===== src/rtl/ant_iq_sender.sv =====
// Framer for one antenna block: a header followed by RE_NUM RE words, sent out as an addressed stream.
// Even and odd blocks alternate, and each block ends with exactly one last flag followed by an idle gap.
module ant_iq_sender #(
    parameter int ANT        = 4,
    parameter int ADDR_WIDTH = 11,
    parameter int RE_NUM     = 1584,
    parameter int GAP_CYCLES = 4
) (
    input  logic                  i_clk,
    input  logic                  i_reset,
    input  logic                  i_hdr_vld,
    input  logic [63:0]           i_hdr_info0,
    input  logic [7:0]            i_hdr_agc,
    output logic                  o_hdr_rdy,
    input  logic [ANT*32-1:0]     i_re_data,
    input  logic                  i_re_vld,
    output logic                  o_re_rdy,
    output logic [63:0]           o_info_0,
    output logic [7:0]            o_info_1,
    output logic [ADDR_WIDTH-1:0] o_iq_addr,
    output logic [ANT*32-1:0]     o_iq_data,
    output logic                  o_iq_vld,
    output logic                  o_iq_last,
    output logic                  o_ant_par,
    output logic                  o_pair_err,
    output logic [15:0]           o_blk_cnt
);

    typedef enum logic [1:0] {ST_IDLE, ST_SEND, ST_GAP} state_t;

    localparam logic [ADDR_WIDTH-1:0] LAST_IDX = ADDR_WIDTH'(RE_NUM - 1);
    localparam logic [3:0]            GAP_LOAD = 4'(GAP_CYCLES - 1);

    state_t                  state_reg, state_next;
    logic                    hdr_rdy_reg, hdr_rdy_next;
    logic                    re_rdy_reg, re_rdy_next;
    logic [ADDR_WIDTH-1:0]   re_cnt_reg, re_cnt_next;
    logic [3:0]              gap_cnt_reg, gap_cnt_next;
    logic [63:0]             info0_reg, info0_next;
    logic [7:0]              info1_reg, info1_next;
    logic [ADDR_WIDTH-1:0]   addr_reg, addr_next;
    logic                    vld_reg, vld_next;
    logic                    last_reg, last_next;
    logic                    par_reg, par_next;
    logic                    pair_err_reg, pair_err_next;
    logic [10:0]             even_ref_reg, even_ref_next;
    logic [15:0]             blk_cnt_reg, blk_cnt_next;
    logic [ANT*32-1:0]       data_reg;

    logic hdr_acc;
    logic re_hs;
    logic re_final;

    // The ready registers are only ever high in their own state, so the handshakes imply the state.
    assign hdr_acc  = i_hdr_vld & hdr_rdy_reg;
    assign re_hs    = i_re_vld & re_rdy_reg;
    assign re_final = re_hs && (re_cnt_reg == LAST_IDX);

    always_ff @(posedge i_clk or posedge i_reset) begin
        if (i_reset) begin
            state_reg    <= ST_IDLE;
            hdr_rdy_reg  <= 1'b0;
            re_rdy_reg   <= 1'b0;
            re_cnt_reg   <= '0;
            gap_cnt_reg  <= '0;
            info0_reg    <= '0;
            info1_reg    <= '0;
            addr_reg     <= '0;
            vld_reg      <= 1'b0;
            last_reg     <= 1'b0;
            par_reg      <= 1'b0;
            pair_err_reg <= 1'b0;
            even_ref_reg <= '0;
            blk_cnt_reg  <= '0;
        end else begin
            state_reg    <= state_next;
            hdr_rdy_reg  <= hdr_rdy_next;
            re_rdy_reg   <= re_rdy_next;
            re_cnt_reg   <= re_cnt_next;
            gap_cnt_reg  <= gap_cnt_next;
            info0_reg    <= info0_next;
            info1_reg    <= info1_next;
            addr_reg     <= addr_next;
            vld_reg      <= vld_next;
            last_reg     <= last_next;
            par_reg      <= par_next;
            pair_err_reg <= pair_err_next;
            even_ref_reg <= even_ref_next;
            blk_cnt_reg  <= blk_cnt_next;
        end
    end

    always_comb begin
        state_next    = state_reg;
        re_cnt_next   = re_cnt_reg;
        gap_cnt_next  = gap_cnt_reg;
        info0_next    = info0_reg;
        info1_next    = info1_reg;
        addr_next     = addr_reg;
        vld_next      = 1'b0;
        last_next     = 1'b0;
        par_next      = par_reg;
        pair_err_next = 1'b0;
        even_ref_next = even_ref_reg;
        blk_cnt_next  = blk_cnt_reg;

        case (state_reg)
            ST_IDLE: begin
                if (hdr_acc) begin
                    info0_next  = i_hdr_info0;
                    info1_next  = i_hdr_agc;
                    re_cnt_next = '0;
                    // Odd block must carry the same slot/symbol as its even partner.
                    if (par_reg)
                        pair_err_next = (i_hdr_info0[18:8] != even_ref_reg);
                    else
                        even_ref_next = i_hdr_info0[18:8];
                    state_next = ST_SEND;
                end
            end
            ST_SEND: begin
                if (re_hs) begin
                    vld_next  = 1'b1;
                    addr_next = re_cnt_reg;
                    if (re_final) begin
                        last_next    = 1'b1;
                        re_cnt_next  = '0;
                        par_next     = ~par_reg;
                        blk_cnt_next = blk_cnt_reg + 16'd1;
                        gap_cnt_next = GAP_LOAD;
                        state_next   = ST_GAP;
                    end else begin
                        re_cnt_next = re_cnt_reg + 1'b1;
                    end
                end
            end
            ST_GAP: begin
                if (gap_cnt_reg == 4'd0)
                    state_next = ST_IDLE;
                else
                    gap_cnt_next = gap_cnt_reg - 4'd1;
            end
            default: state_next = ST_IDLE;
        endcase

        hdr_rdy_next = (state_next == ST_IDLE);
        re_rdy_next  = (state_next == ST_SEND);
    end

    // Data path per antenna lane; holds through upstream bubbles.
    generate
        for (genvar gi = 0; gi < ANT; gi++) begin : g_lane
            always_ff @(posedge i_clk or posedge i_reset) begin
                if (i_reset)
                    data_reg[gi*32 +: 32] <= '0;
                else if (re_hs)
                    data_reg[gi*32 +: 32] <= i_re_data[gi*32 +: 32];
            end
        end
    endgenerate

    assign o_hdr_rdy  = hdr_rdy_reg;
    assign o_re_rdy   = re_rdy_reg;
    assign o_info_0   = info0_reg;
    assign o_info_1   = info1_reg;
    assign o_iq_addr  = addr_reg;
    assign o_iq_data  = data_reg;
    assign o_iq_vld   = vld_reg;
    assign o_iq_last  = last_reg;
    assign o_ant_par  = par_reg;
    assign o_pair_err = pair_err_reg;
    assign o_blk_cnt  = blk_cnt_reg;

endmodule


===== config.mk =====
export PLATFORM = sky130hd
export DESIGN_NAME = ant_iq_sender
export DESIGN_NICKNAME = d
export VERILOG_FILES = /design/src/rtl/ant_iq_sender.sv
export SDC_FILE = /design/constraint.sdc
export NUM_CORES = 1
export LEC_CHECK = 0
export ABC_AREA = 1
export BUFFER_PORTS_ARGS = -buffer_cell sky130_fd_sc_hd__clkbuf_2
export CAP_MARGIN = 5
export CORE_AREA = 2 2 169 171
export CTS_CLUSTER_SIZE = 16
export DETAILED_ROUTE_END_ITERATION = 7
export DIE_AREA = 0 0 171 173
export PLACE_DENSITY = 0.69
export SYNTH_ARGS = -nofsm -noshare
export SYNTH_HDL_FRONTEND = slang
export SYNTH_SLANG_ARGS = --single-unit

===== constraint.sdc =====
create_clock -name i_clk -period 8.8 [get_ports i_clk]
set_clock_uncertainty 0.15 [all_clocks]
set_input_delay 1.76 -clock i_clk [delete_from_list [all_inputs] [get_ports i_clk]]
set_output_delay 1.76 -clock i_clk [all_outputs]
set_load 0.05 [all_outputs]

==> summary.txt, run 1 <==
Outcome
  • Result of the run: completed

Cells and area
  • Layout Area Growth over Synthesis: 31.7%
  • Max FFs per register: 128
  • Net count reported at finish: between 1.5k and 2k
  • Filler Cell Count: roughly 2.7k
  • Layout cells sized above 1: 0.305
  • Final Core Density: 0.516

Routing
  • Number of vias per cell: 4.52
  • Drt drc: 0
  • Starting DRT DRC Count: 646
  • Wire length per cell: around 15 µm
  • Total via count after detailed routing: 9519
  • Detailed Route WL: 31000 µm
  • Antenna Violating Nets Remaining: 0
  • Pre-Repair DR Iteration Count: 5

Synthesis
  • Post-Syn Area: 10800 µm²
  • Post-synthesis area per instance: around 8.4 µm²
  • Count of mapped cells out of synthesis: 1281
  • Number of nets in the synthesized netlist: 1488
  • Count of different cell masters after synthesis: 30
  • Register bit total from synthesis: 261
  • Part of the Yosys area used for sequential elements: 0.604
  • Syn. warnings: 0

CTS
  • TritonCTS Buffers: 29
  • Post-CTS Setup Bufs: 0
  • Number of buffers on the longest clock path: 3
  • CTS resizes: 0
  • Hold Buf Count CTS: 0
  • Clock Sinks: approximately 260
  • CTS tree: yes
  • Depth of the CTS H-tree: 1
  • Clock slew seen by the registers of the worst setup and hold paths: 0.06 ns
  • Clock insertion delay at the later pin of the skew report: 0.54 ns
  • Master cell of the clock root buffer: sky130_fd_sc_hd__clkbuf_16

Power
  • Static Leakage: roughly 0.0082 µW
  • Switching power total: 1940 µW
  • PwrDens: 311 nW/µm²
  • Internal Power: about 2500 µW
  • Part of the power in registers: 0.365
  • Portion of total power attributed to combinational logic: 0.363
  • Share of power burned in the clock network: 0.272
  • Switching Fraction: 0.438
  • Maximum vdd ir drop: 0.235 mV

Global routing
  • Global Route Usage Sum: 0.207
  • Largest net degree at the start of global routing: 102
  • Via count of the first global-routing pass: 9282
  • Wire length of the first global-routing pass: 49300 µm
  • Number of antenna violations at the first check in global routing: 1
  • Global-route congestion overflow total: 0

Floorplanning
  • Placement Rows: 61
  • Horizontal die dimension: 171 µm
  • Starting utilization of the core area: 0.391
  • Top Ports: 437
  • Chip height: 173 µm
  • Core box area: 27600 µm²
  • Die outline area: 29600 µm²

Worst setup path
  • Count of buffering cells on the critical path with inverters included: 3
  • Startpoint class of the critical path: input pin
  • Slowest cell on the critical path: sky130_fd_sc_hd__buf_4
  • Cell type group with the largest total delay on the critical path: buffers and inverters
  • Most common cell type on the critical path: sky130_fd_sc_hd__nand2_1
  • Highest net fanout along the worst path: 101
  • Worst Path Class, Setup: in -> reg
  • Critical Path Sink Type: register
  • Source of the worst register-to-register timing path: o_re_rdy
  • Crit-path max cell delay: 0.80 ns
  • Sequence of cells on the critical path: clkbuf_2 > nand2_4 > inv_4 > buf_4 > nand2_1 > nand2_1
  • Required time worst endpoint: 9.13 ns
  • Crit path DAT: 4.00 ns
  • Timing startpoint of the critical path: i_re_vld

Timing
  • Max-slew violation count: 0
  • Worst slew margin relative to its limit: 0.319
  • Unrepaired setup endpoints after global routing: no
  • # setup viols final: 0
  • Actual slew at the worst max-slew pin: roughly 1.0 ns
  • Fin crit period: 3.68 ns
  • Final period util: 0.418
  • TNS Setup: 0 ns
  • Final Hold Violating Endpoints: 0
  • Highest attainable clock frequency: 0.272 GHz

Place
  • Half-perimeter wire length after placement: 22400 µm
  • RePlAce Congestion: 0.926
  • Number of I/O port buffers: 436

Flow run
  • Max-Cap Viols: 0

Min path
  • Hold Crit Start: o_info_1[6]
  • Min-delay worst type: reg -> reg
==> tightest hold or removal path: stages (launching register included) <==
cell and delay (ns):
sky130_fd_sc_hd__dfrtp_1 0.34, sky130_fd_sc_hd__nand2_1 0.05, sky130_fd_sc_hd__nand2_1 0.04
==> kinds of logic after synthesis <==
group	share of synthesized area
AO/OA/AOI/OAI	0.0220
XOR/XNOR	0.0146
adder cells (fa/ha/maj)	0.00347
buffers and inverters	0.0434
flip-flops	0.604
AND/OR/NAND/NOR	0.313
==> placed cells by master (no fill, tap or decap), drive strengths merged, types with 3 or more instances in the layout <==
cell type / synthesis / routed
nand2: 747 / 747
clkbuf: 19 / 474
dfrtp: 261 / 261
inv: 57 / 58
nor2: 54 / 54
o21ai: 42 / 42
nand3: 28 / 28
nand4: 13 / 13
xnor2: 10 / 10
clkinv: 0 / 10
xor2: 8 / 8
buf: 33 / 8
ha: 3 / 3
==> synth_stat cells (all sizes together) <==
cell,n,area share
nand2,747,0.26
o22ai,1,0.00058
inv,57,0.020
buf,33,0.017
clkbuf,19,0.0066
nor3,2,0.0014
a21oi,2,0.0020
nand3b,1,0.00069
nand3,28,0.016
nor2,54,0.024
xor2,8,0.0065
nand4,13,0.0081
o21ai,42,0.019
ha,3,0.0035
xnor2,10,0.0081
dfrtp,261,0.60
==> power groups by stage <==
stage	registers, µW	logic, µW	clock network [µW]
after floorplan	2490	315	0
after global placement	1620	1600	0
after detailed placement	1630	1620	0
after CTS	1610	1620	1240
after global routing	1650	1700	1290
final	1610	1610	1210
==> metrics by stage <==
step	cell area (µm²)	hold slack [ns]	setup WS (ns)	std cells	power, µW
4_1_cts	14200	0.322	5.13	2104	4480
6_report	14200	0.321	5.12	2105	4430
3_5_place_dp	13300	0.308	4.56	2051	3250
3_3_place_gp	13300	0.303	4.57	2051	3220
2_1_floorplan	10800	0.322	3.45	1281	2800
5_1_grt	14200	0.344	4.94	2105	4650
==> metal layers <==
layer  routed length (µm)  global-route usage  part of all wire  vias to the layer above
met5                    0                   0                 0                        -
met4                 1070              0.0770             0.035                        0
met3                 2230              0.0469             0.072                       71
met2                15200               0.348              0.49                      349
met1                12500               0.258              0.40                     4359
li1                     -                   -                 -                     4740
==> area by class of cell <==
| class | count | area (µm²) | area share |
|---|---|---|---|
| flip-flops and latches | 261 | 6530 | 0.459 |
| repair buffers | 444 | 2240 | 0.157 |
| multi-input cells | 911 | 3820 | 0.268 |
| inverters | 57 | 220 | 0.0155 |
| well taps | 378 | 473 | 0.0332 |
| clock buffers | 38 | 820 | 0.0575 |
| clock inverters | 15 | 135 | 0.00949 |
| diodes | 1 | 2.50 | 0.000176 |
==> path summary, 6_finish.rpt <==
check	slack (ns)	to	cells after the start
min	0.32	o_info_1[6]	2
min in group asynchronous	1.27	o_iq_data[10]	3
max in group asynchronous	5.73	o_info_0[43]	4
max	5.12	o_iq_data[9]	6
max reg2reg	6.04	o_iq_data[9]	5
min reg2reg	0.32	o_info_1[6]	2
No activity file was read; power rests on OpenSTA's default activity.
==> run 2, diff against run 1 <==
--- a/config.mk
+++ b/config.mk
@@ -12,7 +12,7 @@
 export CTS_CLUSTER_SIZE = 16
 export DETAILED_ROUTE_END_ITERATION = 7
 export DIE_AREA = 0 0 171 173
-export PLACE_DENSITY = 0.69
+export PLACE_DENSITY = 0.67
 export SYNTH_ARGS = -nofsm -noshare
 export SYNTH_HDL_FRONTEND = slang
 export SYNTH_SLANG_ARGS = --single-unit
==> constraint.sdc (replaced) <==
create_clock -name i_clk -period 3.7 [get_ports i_clk]
set_clock_uncertainty 0.15 [all_clocks]
set_input_delay 0.74 -clock i_clk [delete_from_list [all_inputs] [get_ports i_clk]]
set_output_delay 0.74 -clock i_clk [all_outputs]
set_load 0.05 [all_outputs]
==> summary.txt, run 2 (synthesized netlist as in run 1, its figures left out) <==
CTS
  • Master cell of the clock root buffer: sky130_fd_sc_hd__clkbuf_16
  • TritonCTS Buffers: 29 (unchanged)
  • CTS tree: yes
  • Depth of the CTS H-tree: 1 (unchanged)
  • CTS resizes: 0 (unchanged)
  • Hold Buf Count CTS: 0 (unchanged)
  • Post-CTS Setup Bufs: 0 (unchanged)
  • Clock insertion delay at the later pin of the skew report: 0.54 ns (about the same)
  • Number of buffers on the longest clock path: 3 (unchanged)
  • Clock slew seen by the registers of the worst setup and hold paths: 0.06 ns (about the same)
  • Clock Sinks: 261 (unchanged)

Worst setup path
  • Source of the worst register-to-register timing path: state_reg[0]
  • Crit-path max cell delay: 0.64 ns (-0.16 ns)
  • RR Endpoint: re_cnt_reg[5]
  • Startpoint class of the critical path: register
  • Highest net fanout along the worst path: 71 (-30%)
  • Sequence of cells on the critical path: nor2_1 > nand3_4 > nand2_4 > nand3_1 > nand2_1 > nand2_1 > nor2_1
  • Critical Path Sink Type: register
  • Crit path DAT: 2.57 ns (-1.43 ns)
  • Cell type group with the largest total delay on the critical path: simple AND/OR/NAND/NOR gates
  • Required time worst endpoint: 4.02 ns (-5.11 ns)
  • Critical path capture point: re_cnt_reg[5]
  • Stages on the worst setup path: 7 (+1)
  • Timing startpoint of the critical path: state_reg[0]
  • Count of buffering cells on the critical path with inverters included: 0 (-3)
  • Depth of the most critical reg-to-reg path: 7 (+2)
  • FF-to-FF setup slack: 1.46 ns (-4.58 ns)
  • Worst Path Class, Setup: reg -> reg
  • Slowest cell on the critical path: sky130_fd_sc_hd__nand3_4

Flow run
  • Max-Cap Viols: 0 (unchanged)

Cells and area
  • Net count reported at finish: 1914 (+0.16%)
  • Multi-input gate area: 3830 µm² (+0.20%)
  • Top library cells by usage in the layout, fill and taps aside: 739 x sky130_fd_sc_hd__nand2_1, 436 x sky130_fd_sc_hd__clkbuf_2, 261 x sky130_fd_sc_hd__dfrtp_1, 49 x sky130_fd_sc_hd__inv_1, 44 x sky130_fd_sc_hd__nor2_1
  • Layout cells sized above 1: 0.306 (+0.00103)
  • Layout Area Growth over Synthesis: 32.8%
  • Most common library cell in the layout ignoring fill and taps: sky130_fd_sc_hd__nand2_1
  • Combined flip-flop and latch cell area: 6530 µm² (unchanged)
  • Final Core Density: 0.520 (+0.00426)
  • Filler Cell Count: 2657 (unchanged)
  • Max FFs per register: 128 (unchanged)
  • Layout Cell Area excl Fill: 14400 µm² (+0.83%)

Power
  • Static Leakage: 0.00820 µW (+0.57%)
  • Maximum vdd ir drop: 0.619 mV (+160%)
  • Total design power: 10600 µW (+140%)
  • PwrDens: 741 nW/µm² (+140%)

Floorplanning
  • Starting utilization of the core area: 0.391 (unchanged)
  • Horizontal die dimension: 171 µm (unchanged)
  • Top Ports: 437 (unchanged)
  • Placement Rows: 61 (unchanged)
  • Core box area: 27600 µm² (unchanged)
  • Die outline area: 29600 µm² (unchanged)
  • Chip height: 173 µm (unchanged)

Timing
  • Unrepaired setup endpoints after global routing: no
  • Final WS setup: 1.46 ns (-3.67 ns)
  • Final Hold Violating Endpoints: 0 (unchanged)
  • Worst slew margin relative to its limit: 0.416 (+0.0969)
  • Max-slew violation count: 0 (unchanged)
  • Actual slew at the worst max-slew pin: 0.875 ns (-0.145 ns)
  • # setup viols final: 0 (unchanged)
  • Fin crit period: 2.24 ns
  • Highest attainable clock frequency: 0.446 GHz
  • Final period util: 0.606

Place
  • Number of I/O port buffers: 436 (unchanged)
  • Post-Place Setup Slack: 1.06 ns (-3.49 ns)
  • Half-perimeter wire length after placement: 22700 µm (+1.7%)
  • DP Area: 13400 µm² (+0.60%)
  • RePlAce Congestion: 0.914 (-1.3%)

Routing
  • Routed wire length on met3: 2310 µm (+3.4%)
  • Number of vias per cell: 4.54 (+0.30%)
  • Total via count after detailed routing: 9566 (+0.49%)
  • Detailed Route WL: 31500 µm (+1.6%)
  • Pre-Repair DR Iteration Count: 5 (unchanged)
  • Starting DRT DRC Count: 620 (-4.0%)
  • Antenna Violating Nets Remaining: 0 (unchanged)
  • Top routing layer in use: met5
  • Drt drc: 0 (unchanged)
  • Routed metal-1 wirelength: 12900 µm (+3.2%)
  • Wire length per cell: 14.9 µm (+1.4%)
  • Length of routed met2 wiring: 15400 µm (+1.4%)

Global routing
  • Global-route congestion overflow total: 0 (unchanged)
  • Largest net degree at the start of global routing: 89 (-13%)
  • Global Route Usage Sum: 0.211 (+0.00389)
  • Via count of the first global-routing pass: 9158 (-1.3%)
  • Wire length of the first global-routing pass: 49700 µm (+0.76%)
  • Number of antenna violations at the first check in global routing: 2 (+1)

Min path
  • Min-delay worst type: in -> async

Outcome
  • Result of the run: completed
run 2: changes by cell type in the layout (fill, tap and decap cells not counted), sizes merged:
cell	previous run	this run
buf	8	11
inv	58	57
bufinv	2	3
clkbuf	474	476
clkinv	10	9
run 2: worst register-to-register path, delay by kind of cell (launching register included):
family	cells	cell delay, ns
flops	1	0.41
simple gates	7	1.62
run 2: worst min-delay path by stage:
stage,start,end,slack (ns),cells after the start
floorplan,even_ref_reg[3],even_ref_reg[3],0.32,2
global placement,o_info_0[45],o_info_0[45],0.30,2
detailed placement,o_info_0[3],o_info_0[3],0.31,2
CTS,i_reset,o_iq_data[67],0.11,2
global route,i_reset,o_iq_data[68],0.14,2
finish,i_reset,o_iq_data[68],0.12,2
run 2: power by group:
part	switching [µW]	total, µW	leakage, µW	internal, µW
clock network	1180	2970	0.000495	1790
logic	3080	3840	0.00440	759
registers	374	3840	0.00330	3470
total	4630	10600	0.00820	6010
run 2: through the flow:
step	hold WS, ns	TNS [ns]	instances
2_1_floorplan	0.322	-164.84	1281
3_3_place_gp	0.304	0	2054
3_5_place_dp	0.308	0	2054
4_1_cts	0.107	0	2108
5_1_grt	0.136	0	2109
6_report	0.117	0	2109
run 2: routing by layer:
layer,vias up,GRT usage
met3,61,0.0504
met5,-,0
li1,4744,-
met4,2,0.0657
met1,4446,0.268
met2,313,0.354
run 2: cell type report:
| type | count | area share |
|---|---|---|
| clock inverters | 14 | 0.0108 |
| well taps | 378 | 0.0329 |
| inverters | 57 | 0.0153 |
| repair buffers | 447 | 0.161 |
| multi-input cells | 911 | 0.267 |
| flip-flops and latches | 261 | 0.455 |
| diodes | 1 | 0.000174 |
| clock buffers | 40 | 0.0583 |
==> run 3, diff against run 2 <==
--- a/config.mk
+++ b/config.mk
@@ -12,7 +12,7 @@
 export CTS_CLUSTER_SIZE = 16
 export DETAILED_ROUTE_END_ITERATION = 7
 export DIE_AREA = 0 0 171 173
-export PLACE_DENSITY = 0.67
+export PLACE_DENSITY = 0.69
 export SYNTH_ARGS = -nofsm -noshare
 export SYNTH_HDL_FRONTEND = slang
 export SYNTH_SLANG_ARGS = --single-unit
==> constraint.sdc (replaced) <==
create_clock -name i_clk -period 1.9 [get_ports i_clk]
set_clock_uncertainty 0.15 [all_clocks]
set_input_delay 0.38 -clock i_clk [delete_from_list [all_inputs] [get_ports i_clk]]
set_output_delay 0.38 -clock i_clk [all_outputs]
set_load 0.05 [all_outputs]
==> summary.txt, run 3 (synthesized netlist as in run 1, its figures left out) <==
Place
  • Half-perimeter wire length after placement: 22500 µm (-1.2%)
  • DP Area: 13500 µm² (+1.1%)
  • RePlAce Congestion: 0.895 (-2.1%)
  • Number of I/O port buffers: 436 (unchanged)

Timing
  • Fin crit period: approximately 1.9 ns
  • Worst slew margin relative to its limit: 0.612 (+0.196)
  • Final Hold Violating Endpoints: 0 (unchanged)
  • Max-slew violation count: 0 (unchanged)
  • Actual slew at the worst max-slew pin: 0.582 ns (-0.294 ns)
  • Highest attainable clock frequency: 0.540 GHz
  • Worst-case hold slack: 0.0844 ns (-0.0328 ns)
  • Final period util: 0.975
  • # setup viols final: 0 (unchanged)
  • Unrepaired setup endpoints after global routing: no

Routing
  • Total via count after detailed routing: 10.8k (+12%)
  • Antenna Violating Nets Remaining: 0 (unchanged)
  • Number of vias per cell: 4.64 (+2.3%)
  • Drt drc: 0 (unchanged)
  • Detailed Route WL: 35300 µm (+12%)
  • Wire length per cell: 15.2 µm (+2.1%)
  • Pre-Repair DR Iteration Count: 5 (unchanged)
  • Starting DRT DRC Count: 713 (+15%)

Worst setup path
  • Worst Path Class, Setup: reg -> out
  • Required time worst endpoint: 1.37 ns (-2.65 ns)
  • Sequence of cells on the critical path: clkbuf_2
  • Critical Path Sink Type: output pin
  • Crit path DAT: 1.32 ns (-1.25 ns)
  • Crit-path max cell delay: 0.47 ns (-0.17 ns)
  • FF-to-FF setup slack: 0.21 ns (-1.25 ns)
  • Slowest cell on the critical path: sky130_fd_sc_hd__dfrtp_1
  • Startpoint class of the critical path: register
  • Source of the worst register-to-register timing path: re_cnt_reg[1]
  • Count of buffering cells on the critical path with inverters included: 1 (+1)
  • Cell type group with the largest total delay on the critical path: flip-flops
  • Highest net fanout along the worst path: 6 (-92%)
  • Timing startpoint of the critical path: o_blk_cnt[13]

Cells and area
  • Net count reported at finish: 2124 (+11%)
  • Layout cells sized above 1: 0.278 (-0.0284)
  • Filler Cell Count: 2227 (-16%)
  • Top library cells by usage in the layout, fill and taps aside: 739 x sky130_fd_sc_hd__nand2_1, 432 x sky130_fd_sc_hd__clkbuf_2, 261 x sky130_fd_sc_hd__dfrtp_1, 201 x sky130_fd_sc_hd__dlygate4sd3_1, 49 x sky130_fd_sc_hd__inv_1
  • Max FFs per register: 128 (unchanged)
  • Layout Area Growth over Synthesis: 52.9%
  • Layout Cell Area excl Fill: 16500 µm² (+15%)
  • Most common library cell in the layout ignoring fill and taps: sky130_fd_sc_hd__nand2_1

Floorplanning
  • Horizontal die dimension: 171 µm (unchanged)
  • Placement Rows: 61 (unchanged)
  • Die outline area: 29600 µm² (unchanged)
  • Top Ports: 437 (unchanged)
  • Chip height: 173 µm (unchanged)
  • Starting utilization of the core area: 0.391 (unchanged)
  • Core box area: 27600 µm² (unchanged)

Outcome
  • Result of the run: completed

Global routing
  • Number of antenna violations at the first check in global routing: 1 (-1)
  • Global Route Usage Sum: 0.236 (+0.0256)
  • Global-route congestion overflow total: 0 (unchanged)
  • Via count of the first global-routing pass: 10.9k (+19%)
  • Largest net degree at the start of global routing: 129 (+45%)
  • Wire length of the first global-routing pass: 56400 µm (+13%)

Power
  • Maximum vdd ir drop: 0.972 mV (+57%)
  • PwrDens: 1290 nW/µm² (+74%)
  • Static Leakage: 0.00913 µW (+11%)

CTS
  • Number of buffers on the longest clock path: 3 (unchanged)
  • Master cell of the clock root buffer: sky130_fd_sc_hd__clkbuf_16
  • Depth of the CTS H-tree: 1 (unchanged)
  • Post-CTS Setup Bufs: 0 (unchanged)
  • Clock insertion delay at the later pin of the skew report: 0.53 ns (about the same)
  • Clock slew seen by the registers of the worst setup and hold paths: 0.06 ns (about the same)
  • TritonCTS Buffers: 29 (unchanged)
  • Clock Sinks: 261 (unchanged)
  • CTS tree: yes

Flow run
  • Max-Cap Viols: 0 (unchanged)

Min path
  • Min-delay worst type: in -> reg
  • Hold Crit Start: i_re_vld
## run 3: cell count changes in the layout (fill, tap and decap cells not counted), moves of 2 or more
cell | previous run | this run
sky130_fd_sc_hd__bufinv_16 | 3 | 1
sky130_fd_sc_hd__clkbuf_8 | 7 | 16
sky130_fd_sc_hd__buf_12 | 4 | 11
sky130_fd_sc_hd__dlygate4sd3_1 | 0 | 201
sky130_fd_sc_hd__clkinv_2 | 8 | 4
sky130_fd_sc_hd__buf_2 | 0 | 4
sky130_fd_sc_hd__buf_4 | 7 | 9
sky130_fd_sc_hd__clkbuf_2 | 436 | 432
## run 3: final cells by class
| type | count | area, µm² | area share |
|---|---|---|---|
| repair buffers | 657 | 4480 | 0.271 |
| diodes | 1 | 2.50 | 0.000151 |
| multi-input cells | 911 | 3820 | 0.231 |
| clock buffers | 48 | 957 | 0.0579 |
| well taps | 378 | 473 | 0.0286 |
| clock inverters | 5 | 50.0 | 0.00303 |
| inverters | 57 | 220 | 0.0133 |
| flip-flops and latches | 261 | 6530 | 0.395 |
## run 3: per-layer routing
layer	vias to the layer above	track usage	part of all wire
li1	5171	-	-
met1	4988	0.278	0.39
met2	465	0.399	0.49
met3	135	0.0575	0.074
met4	0	0.120	0.051
met5	-	0	0
## run 3: where the power goes
| part | internal [µW] | leakage (µW) | total, µW | switching [µW] |
|---|---|---|---|---|
| Sequential | 6760 | 0.00330 | 7530 | 769 |
| Combinational | 1800 | 0.00532 | 8000 | 6200 |
| Clock | 3540 | 0.000506 | 5760 | 2230 |
| Total | 12100 | 0.00913 | 21300 | 9200 |
## run 3: worst paths after layout
path,to,cells past startpoint
worst min-delay path,o_iq_vld,3
worst max-delay path,o_blk_cnt[13],1
worst max register to register,o_blk_cnt[14],7
max in group asynchronous,o_info_1[6],4
worst min register to register,o_info_0[5],2
min in group asynchronous,re_cnt_reg[2],3
## run 3: what timing repair did
action,4_1_cts,5_1_grt
hold buffers,201,0
resized for setup,0,4
hold endpoints to repair,356,0
setup endpoints to repair,0,4
## run 3: metrics by stage
| step | setup TNS, ns | setup WS (ns) | cells | utilization | total power (µW) |
|---|---|---|---|---|---|
| floorplan | -540.68 | -2.07 | 1281 | - | 13000 |
| global placement | 0 | 0.294 | 2063 | 0.489 | 15100 |
| detailed placement | 0 | 0.238 | 2063 | 0.489 | 15100 |
| CTS | 0 | 0.0131 | 2317 | 0.598 | 21300 |
| global route | 0 | 0.000625 | 2318 | 0.598 | 22300 |
| finish | 0 | 0.0471 | 2318 | 0.598 | 21300 |
